$ cat config.mk
export PLATFORM = sky130hd
export DESIGN_NAME = rr_add_sched4
export DESIGN_NICKNAME = d
export VERILOG_FILES = /design/src/rtl/rr_add_sched4_pkg.sv /design/src/rtl/rr_pick4.sv /design/src/rtl/rr_add_sched4.sv
export SDC_FILE = /design/constraint.sdc
export NUM_CORES = 1
export LEC_CHECK = 0
export ABC_CLOCK_PERIOD_IN_PS = 3000
export BUFFER_PORTS_ARGS = -buffer_cell sky130_fd_sc_hd__clkbuf_2
export CAP_MARGIN = 20
export CORE_MARGIN = 10
export CORE_UTILIZATION = 40
export DETAILED_ROUTE_END_ITERATION = 10
export GPL_TIMING_DRIVEN = 0
export PLACE_DENSITY = 0.63
export SETUP_SLACK_MARGIN = 0.1
export SLEW_MARGIN = 20
export SYNTH_ARGS = -nofsm -noshare
export SYNTH_HDL_FRONTEND = slang
export SYNTH_SLANG_ARGS = --single-unit
$ cat constraint.sdc
create_clock -name clk -period 3 [get_ports clk]
set_clock_uncertainty 0.2 [all_clocks]
set_input_delay 0.3 -clock clk [delete_from_list [all_inputs] [get_ports clk]]
set_output_delay 0.3 -clock clk [all_outputs]
set_load 0.01 [all_outputs]
$ cat src/rtl/rr_add_sched4_pkg.sv
// Shared types and constants for the four-way round-robin adder scheduler.
package rr_add_sched4_pkg;

  typedef enum logic [1:0] {
    IDLE = 2'd0,
    EXEC = 2'd1,
    RESP = 2'd2
  } state_t;

  localparam int N_REQ = 4;
  localparam int PTR_W = 2;

endpackage

$ cat src/rtl/rr_pick4.sv
// Combinational round-robin picker: first requester at or after ptr, wrapping mod 4.
module rr_pick4
  import rr_add_sched4_pkg::*;
(
  input  logic [N_REQ-1:0] req,
  input  logic [PTR_W-1:0] ptr,
  output logic             found,
  output logic [PTR_W-1:0] idx
);

  logic [PTR_W-1:0] w_cand;

  // Scan from the farthest offset down so the nearest candidate to ptr wins.
  always_comb begin
    found  = 1'b0;
    idx    = ptr;
    w_cand = ptr;
    for (int k = N_REQ - 1; k >= 0; k--) begin
      w_cand = ptr + PTR_W'(k);
      if (req[w_cand]) begin
        found = 1'b1;
        idx   = w_cand;
      end
    end
  end

endmodule

$ cat src/rtl/rr_add_sched4.sv
// Round-robin scheduler sharing one WIDTH-bit adder between four 4-phase requesters.
// Optional carry output enabled by RR_ADD_SCHED4_CARRY_EN.
module rr_add_sched4
  import rr_add_sched4_pkg::*;
#(
  parameter int WIDTH = 4
) (
  input  logic                   clk,
  input  logic                   reset,
  input  logic [N_REQ-1:0]       req,
  input  logic [N_REQ*WIDTH-1:0] a_in,
  input  logic [N_REQ*WIDTH-1:0] b_in,
  output logic [N_REQ-1:0]       ack,
  output logic [WIDTH-1:0]       y,
  output logic [PTR_W-1:0]       gnt_id,
  output logic                   busy
`ifdef RR_ADD_SCHED4_CARRY_EN
  ,
  output logic                   cout
`endif
);

  state_t           r_state;
  logic [PTR_W-1:0] r_ptr;
  logic [PTR_W-1:0] r_gnt;
  logic [N_REQ-1:0] r_ack;
  logic [WIDTH-1:0] r_a;
  logic [WIDTH-1:0] r_b;
  logic [WIDTH-1:0] r_y;
  logic             r_busy;
  logic             w_found;
  logic [PTR_W-1:0] w_idx;

`ifdef RR_ADD_SCHED4_CARRY_EN
  logic             r_cout;
  logic [WIDTH:0]   w_sum;
  assign w_sum = {1'b0, r_a} + {1'b0, r_b};
  assign cout  = r_cout;
`else
  logic [WIDTH-1:0] w_sum;
  assign w_sum = r_a + r_b;
`endif

  rr_pick4 u_pick (
    .req   (req),
    .ptr   (r_ptr),
    .found (w_found),
    .idx   (w_idx)
  );

  always_ff @(posedge clk) begin
    if (reset) begin
      r_state <= IDLE;
      r_ptr   <= '0;
      r_gnt   <= '0;
      r_ack   <= '0;
      r_a     <= '0;
      r_b     <= '0;
      r_y     <= '0;
      r_busy  <= 1'b0;
`ifdef RR_ADD_SCHED4_CARRY_EN
      r_cout  <= 1'b0;
`endif
    end else begin
      case (r_state)
        IDLE: begin
          if (w_found) begin
            r_a     <= a_in[w_idx*WIDTH +: WIDTH];
            r_b     <= b_in[w_idx*WIDTH +: WIDTH];
            r_gnt   <= w_idx;
            r_busy  <= 1'b1;
            r_state <= EXEC;
          end
        end
        EXEC: begin
          r_y     <= w_sum[WIDTH-1:0];
`ifdef RR_ADD_SCHED4_CARRY_EN
          r_cout  <= w_sum[WIDTH];
`endif
          r_ack   <= N_REQ'(1) << r_gnt;
          r_state <= RESP;
        end
        RESP: begin
          // Release only once the granted requester has withdrawn its request.
          if (!req[r_gnt]) begin
            r_ack   <= '0;
            r_ptr   <= r_gnt + PTR_W'(1);
            r_busy  <= 1'b0;
            r_state <= IDLE;
          end
        end
        default: begin
          r_ack   <= '0;
          r_busy  <= 1'b0;
          r_state <= IDLE;
        end
      endcase
    end
  end

  assign ack    = r_ack;
  assign y      = r_y;
  assign gnt_id = r_gnt;
  assign busy   = r_busy;

endmodule

# Word-level counts from Yosys, hierarchy flattened
# Cells that the tools add are included.
# word_totals
reg_bits,23
elab_cells,60
out_inout_bits,11
# op_classes
n_addsub,5
eq_ne,4
shift,3
n_lt_le_gt_ge,5
mux,26
bitwise,3
reduce_logical,6
# op_table
operator,n
$shiftx 16x5->4,2
$lt 2x3->1 const B,5
$mux 2,6
$pmux 4 s3,1
$mux 1,11
$bmux 1 s2,5
$reduce_and 2->1,4
$pmux 2 s3,1
$add 2x1->2 const B,2
$add 2x2->2 const B,2
$add 4x4->4,1
$mux 4,1
$shl 1x2->4 const A,1
$not 1->1,3
$pmux 1 s3,1
$reduce_and 3->1,1
$eq 2x1->1 const B,1
$eq 2x2->1 const B,1
$logic_not 2->1,1
$ne 2x1->1 const B,1
$ne 2x2->1 const B,1

# Depth between registers and ports, before layout
# depth
word_depth,9
ltp_mapped,7

# By module
# Synthesis repeated with hierarchy kept, for this count alone.
# unflattened
cells_unflattened,151
hier_area_um2,1376.3
# modules_own_cells
module,cells_per_inst,n_inst,area_per_inst_um2,seq_area_each_um2
rr_add_sched4,135,1,1276.2,460.4
rr_pick4,16,1,100.1,0.0

# Least setup slack after synthesis
# Ideal clock, no wire load.
# synth_timing
path_type,reg2reg
from,"reg r_gnt[0], in the netlist gnt_id[0]"
to,reg r_ptr[0]
t_required_ps,2672
path_buffers,0
arrival_time_ps,1497
setup_ps,128
slack_ps,1176
path_stages_with_launch,6
path_cell_list,dfxtp_1 > mux4_1 > nand2b_4 > nor2_4 > mux2i_1 > nor2_1
# synth_between
elab_chain_cells,4
# synth_rtl
element,line,text
start: declaration,rr_add_sched4.sv:25,logic [PTR_W-1:0] r_gnt;
start signal: assignment,rr_add_sched4.sv:70,r_gnt <= w_idx;
$bmux 1 s2,rr_add_sched4.sv:85,if (!req[r_gnt]) begin
$mux 1 (not written as such),rr_add_sched4.sv:85,
$not 1->1 (no source line),--,
$reduce_and 2->1 (no source line),--,
end signal: assignment,rr_add_sched4.sv:87,r_ptr <= r_gnt + PTR_W'(1);
end: declaration,rr_add_sched4.sv:24,logic [PTR_W-1:0] r_ptr;
# Parallel ways exist; a longest one is shown, timed or not. The select of a mux whose other input is x is not followed.
# A chain may end at the register's enable or synchronous reset.

# Worst setup path after layout
# layout_timing
from,"reg r_gnt[0], in the netlist gnt_id[0]"
to,reg r_ptr[1]
# Same word-level chain as after synthesis.

==> results_dict.tcl <==
set metrics [dict create \
    cts.htree.levels 1 \
    path_delay_family "multiplexers" \
    cts-buffers-inserted 3 \
    nFillCells 336 \
    cp-start-kind "flop" \
    p_int_mw 0.509 \
    critical-path-max-stage-delay_ns 0.61 \
    max_freq_mhz 519 \
    clk_latency_ns 0.31 \
    setup_viol 0 \
    synth_top_area_cell "dfxtp_1" \
    cts_tree "done" \
    status "finished, final reports clean" \
    ys_types 38 \
    ios 49 \
    ant_nets 0 \
    drt_iter0_drc 35 \
    grt_pass1_wl_mm 5.43 \
    place_congestion 0.799 \
    grt_max_degree 14 \
    drt_first_pass_iters 4 \
    antennaDiodeCount 0 \
    peakVddDrop_uv 180 \
    worst-path-buf-inv 0 \
    cp_cell_sequence "mux4_1, nand2b_4, nor2_4, mux2i_1, nor2_1" \
    cts_hold_buf 0 \
    dp_hpwl_mm 2.70 \
    die_h_um 79.2 \
    rows 21 \
    holdCritPathClass "primary input to flop" \
    worstMarginPinSlew_ns 0.569 \
    wire_per_inst_um 13.6 \
    totalWireLength_mm 3.27 \
    clockBufferDepth 2 \
    netlist_area_sq_um 1400 \
    grt_use_total_pct 10.3 \
    drive_gt1_share_pct 34.5 \
    final_core_util_pct 51.3 \
    synth-seq-cells 23 \
    hp-start "a_in[7]" \
    drt-vias-per-instance 4.95 \
    worst_slew_margin_rel_pct 61.9 \
    crit_required_ns 2.99 \
    swShare_pct 31.6 \
    r2r_start "gnt_id[0]$_SDFFE_PP0P_" \
    coreArea_sq_um 3360 \
    path_clk_slew_ns 0.13 \
    path_class "flop to flop" \
    p_sw_mw 0.235 \
    vias 1188 \
    final-max-slew-violation-count 0 \
    cp-end-kind "flop" \
    ys_seq_area_share_pct 32.9 \
    port_buffers 48 \
    cts-resized-gates 0 \
    start_util_pct 41.6 \
    synth_warnings 0 \
    p_per_area_nw_per_um2 431 \
    cts_setup_buffers 0 \
    crit_start "gnt_id[0]$_SDFFE_PP0P_" \
    syn_nets 188 \
    area_delta_synth_final_pct 23.2 \
    fin_nets 241 \
    finalCriticalPeriod_ns 1.93 \
    whs_ns 0.0729 \
    synth_area_leaders "dfxtp_1 (33%), mux2i_1 (18%), ha_1 (6.3%), nor2_1 (5.1%), o221ai_1 (4.4%)" \
    syn_inst 142 \
    cts_root_buf "clkbuf_4" \
    grt_pass1_vias 1235 \
    p_seq_share_pct 48.3 \
    p_leak_nw 0.801 \
    synth_top_area_share_pct 32.9 \
    die_w_um 79.2 \
    final_cell_mix "clkbuf_2 (48), mux2i_1 (25), dfxtp_1 (23)" \
    syn_avg_cell_area_sq_um 9.86 \
    overflow 0 \
    rsz0062_at_grt "no" \
    antenna_found_initial 0 \
    crit_fanout 6 \
    maxCapViolations 0 \
    cp_data_arrival_time_ns 1.92 \
    setup_tns_ns 0 \
    pwr-share-clk_pct 19.4 \
    drc 0 \
    dieArea_sq_um 6270 \
    hold_viol 0 \
    mostFrequentLayoutCell "clkbuf_2" \
    cp_slowest_cell "mux4_1" \
    fin_crit_sh_pct 64.2 \
    cts.sinks 23 \
    comb_power_share_pct 32.3 \
]
-- flip-flops by register name (all words and copies together) (netlist names) --
| signal | flops |
|---|---|
| ack | 4 |
| r_b | 4 |
| y | 4 |
| busy | 1 |
| r_state | 2 |
| gnt_id | 2 |
| r_ptr | 2 |
| r_a | 4 |
-- synthesized netlist by cell type --
library cell	number
nand2_1	9
nand2b_2	1
and2_1	1
o221ai_1	7
xnor2_1	3
o21bai_1	1
a211o_1	1
buf_4	1
o221ai_2	1
o21ai_0	1
nand2b_4	1
o31ai_4	1
mux2i_1	25
a32oi_1	1
buf_6	3
dfxtp_1	23
nor2_1	19
buf_12	1
a21o_1	1
a211oi_1	2
mux4_1	1
buf_2	2
nor2_8	1
nand3b_1	1
nor2b_1	3
nor4_1	1
nand2_2	1
o21ai_1	1
or3_1	1
o211a_1	1
inv_1	7
clkbuf_1	1
fa_1	1
nor2_4	1
ha_1	7
and2b_4	1
o31ai_1	1
a21oi_1	7
-- kinds of logic after synthesis --
group           synth area share (%)
buf+inv                         7.24
xor+xnor                        1.88
flops                           32.9
compound gates                  14.8
simple gates                    15.7
fa+ha+maj                       7.69
mux                             19.8
-- worst min-delay path: cells and delay by family --
family | cells | cell delay, ns
AOI/OAI and AO/OA | 1 | 0.11
buffers and inverters | 1 | 0.07
muxes | 1 | 0.07
-- worst paths after layout --
check,slack (ns),to,depth (start not counted)
max,1.07,r_ptr[1]$_SDFFE_PP0P_,5
min reg2reg,0.28,busy$_SDFFE_PP0P_,2
max reg2reg,1.07,r_ptr[1]$_SDFFE_PP0P_,5
min,0.07,r_a[3]$_SDFFE_PP0P_,3
-- power groups by stage --
| stage | sequential, mW | combinational (mW) | clock [mW] |
|---|---|---|---|
| 2_1_floorplan | 0.368 | 0.166 | 0 |
| 3_3_place_gp | 0.365 | 0.237 | 0 |
| 3_5_place_dp | 0.367 | 0.243 | 0 |
| 4_1_cts | 0.360 | 0.245 | 0.152 |
| 5_1_grt | 0.365 | 0.266 | 0.161 |
| 6_report | 0.360 | 0.240 | 0.144 |
-- metal layers --
metal / global-route usage [%] / vias up / wire (um)
met5: 0 / - / 0
met4: 3.23 / 0 / 19
met3: 3.72 / 2 / 213
met2: 17.5 / 24 / 1600
met1: 11.7 / 553 / 1440
li1: - / 609 / -
-- per-stage QoR --
stage / setup slack (ns) / cell area (sq um) / std cells / power (mW)
after global placement: 1.08 / 1700 / 236 / 0.603
final: 1.07 / 1730 / 240 / 0.744
after detailed placement: 1.03 / 1700 / 236 / 0.610
after floorplan: 1.18 / 1400 / 142 / 0.534
after CTS: 1.05 / 1730 / 240 / 0.757
after global routing: 0.948 / 1730 / 240 / 0.792
-- area by class of cell --
type                       count  area, sq um  share of cell area [%]
sequential                    23          460                    26.7
buffer                         8         75.1                    4.35
clock inverter                 1         5.00                   0.290
timing repair buffer          48          240                    13.9
clock buffer                   3         22.5                    1.31
tap                           46         57.6                    3.34
multi-input combinational    104          838                    48.6
inverter                       7         26.3                    1.52
Power figures use the tool's default switching activity.
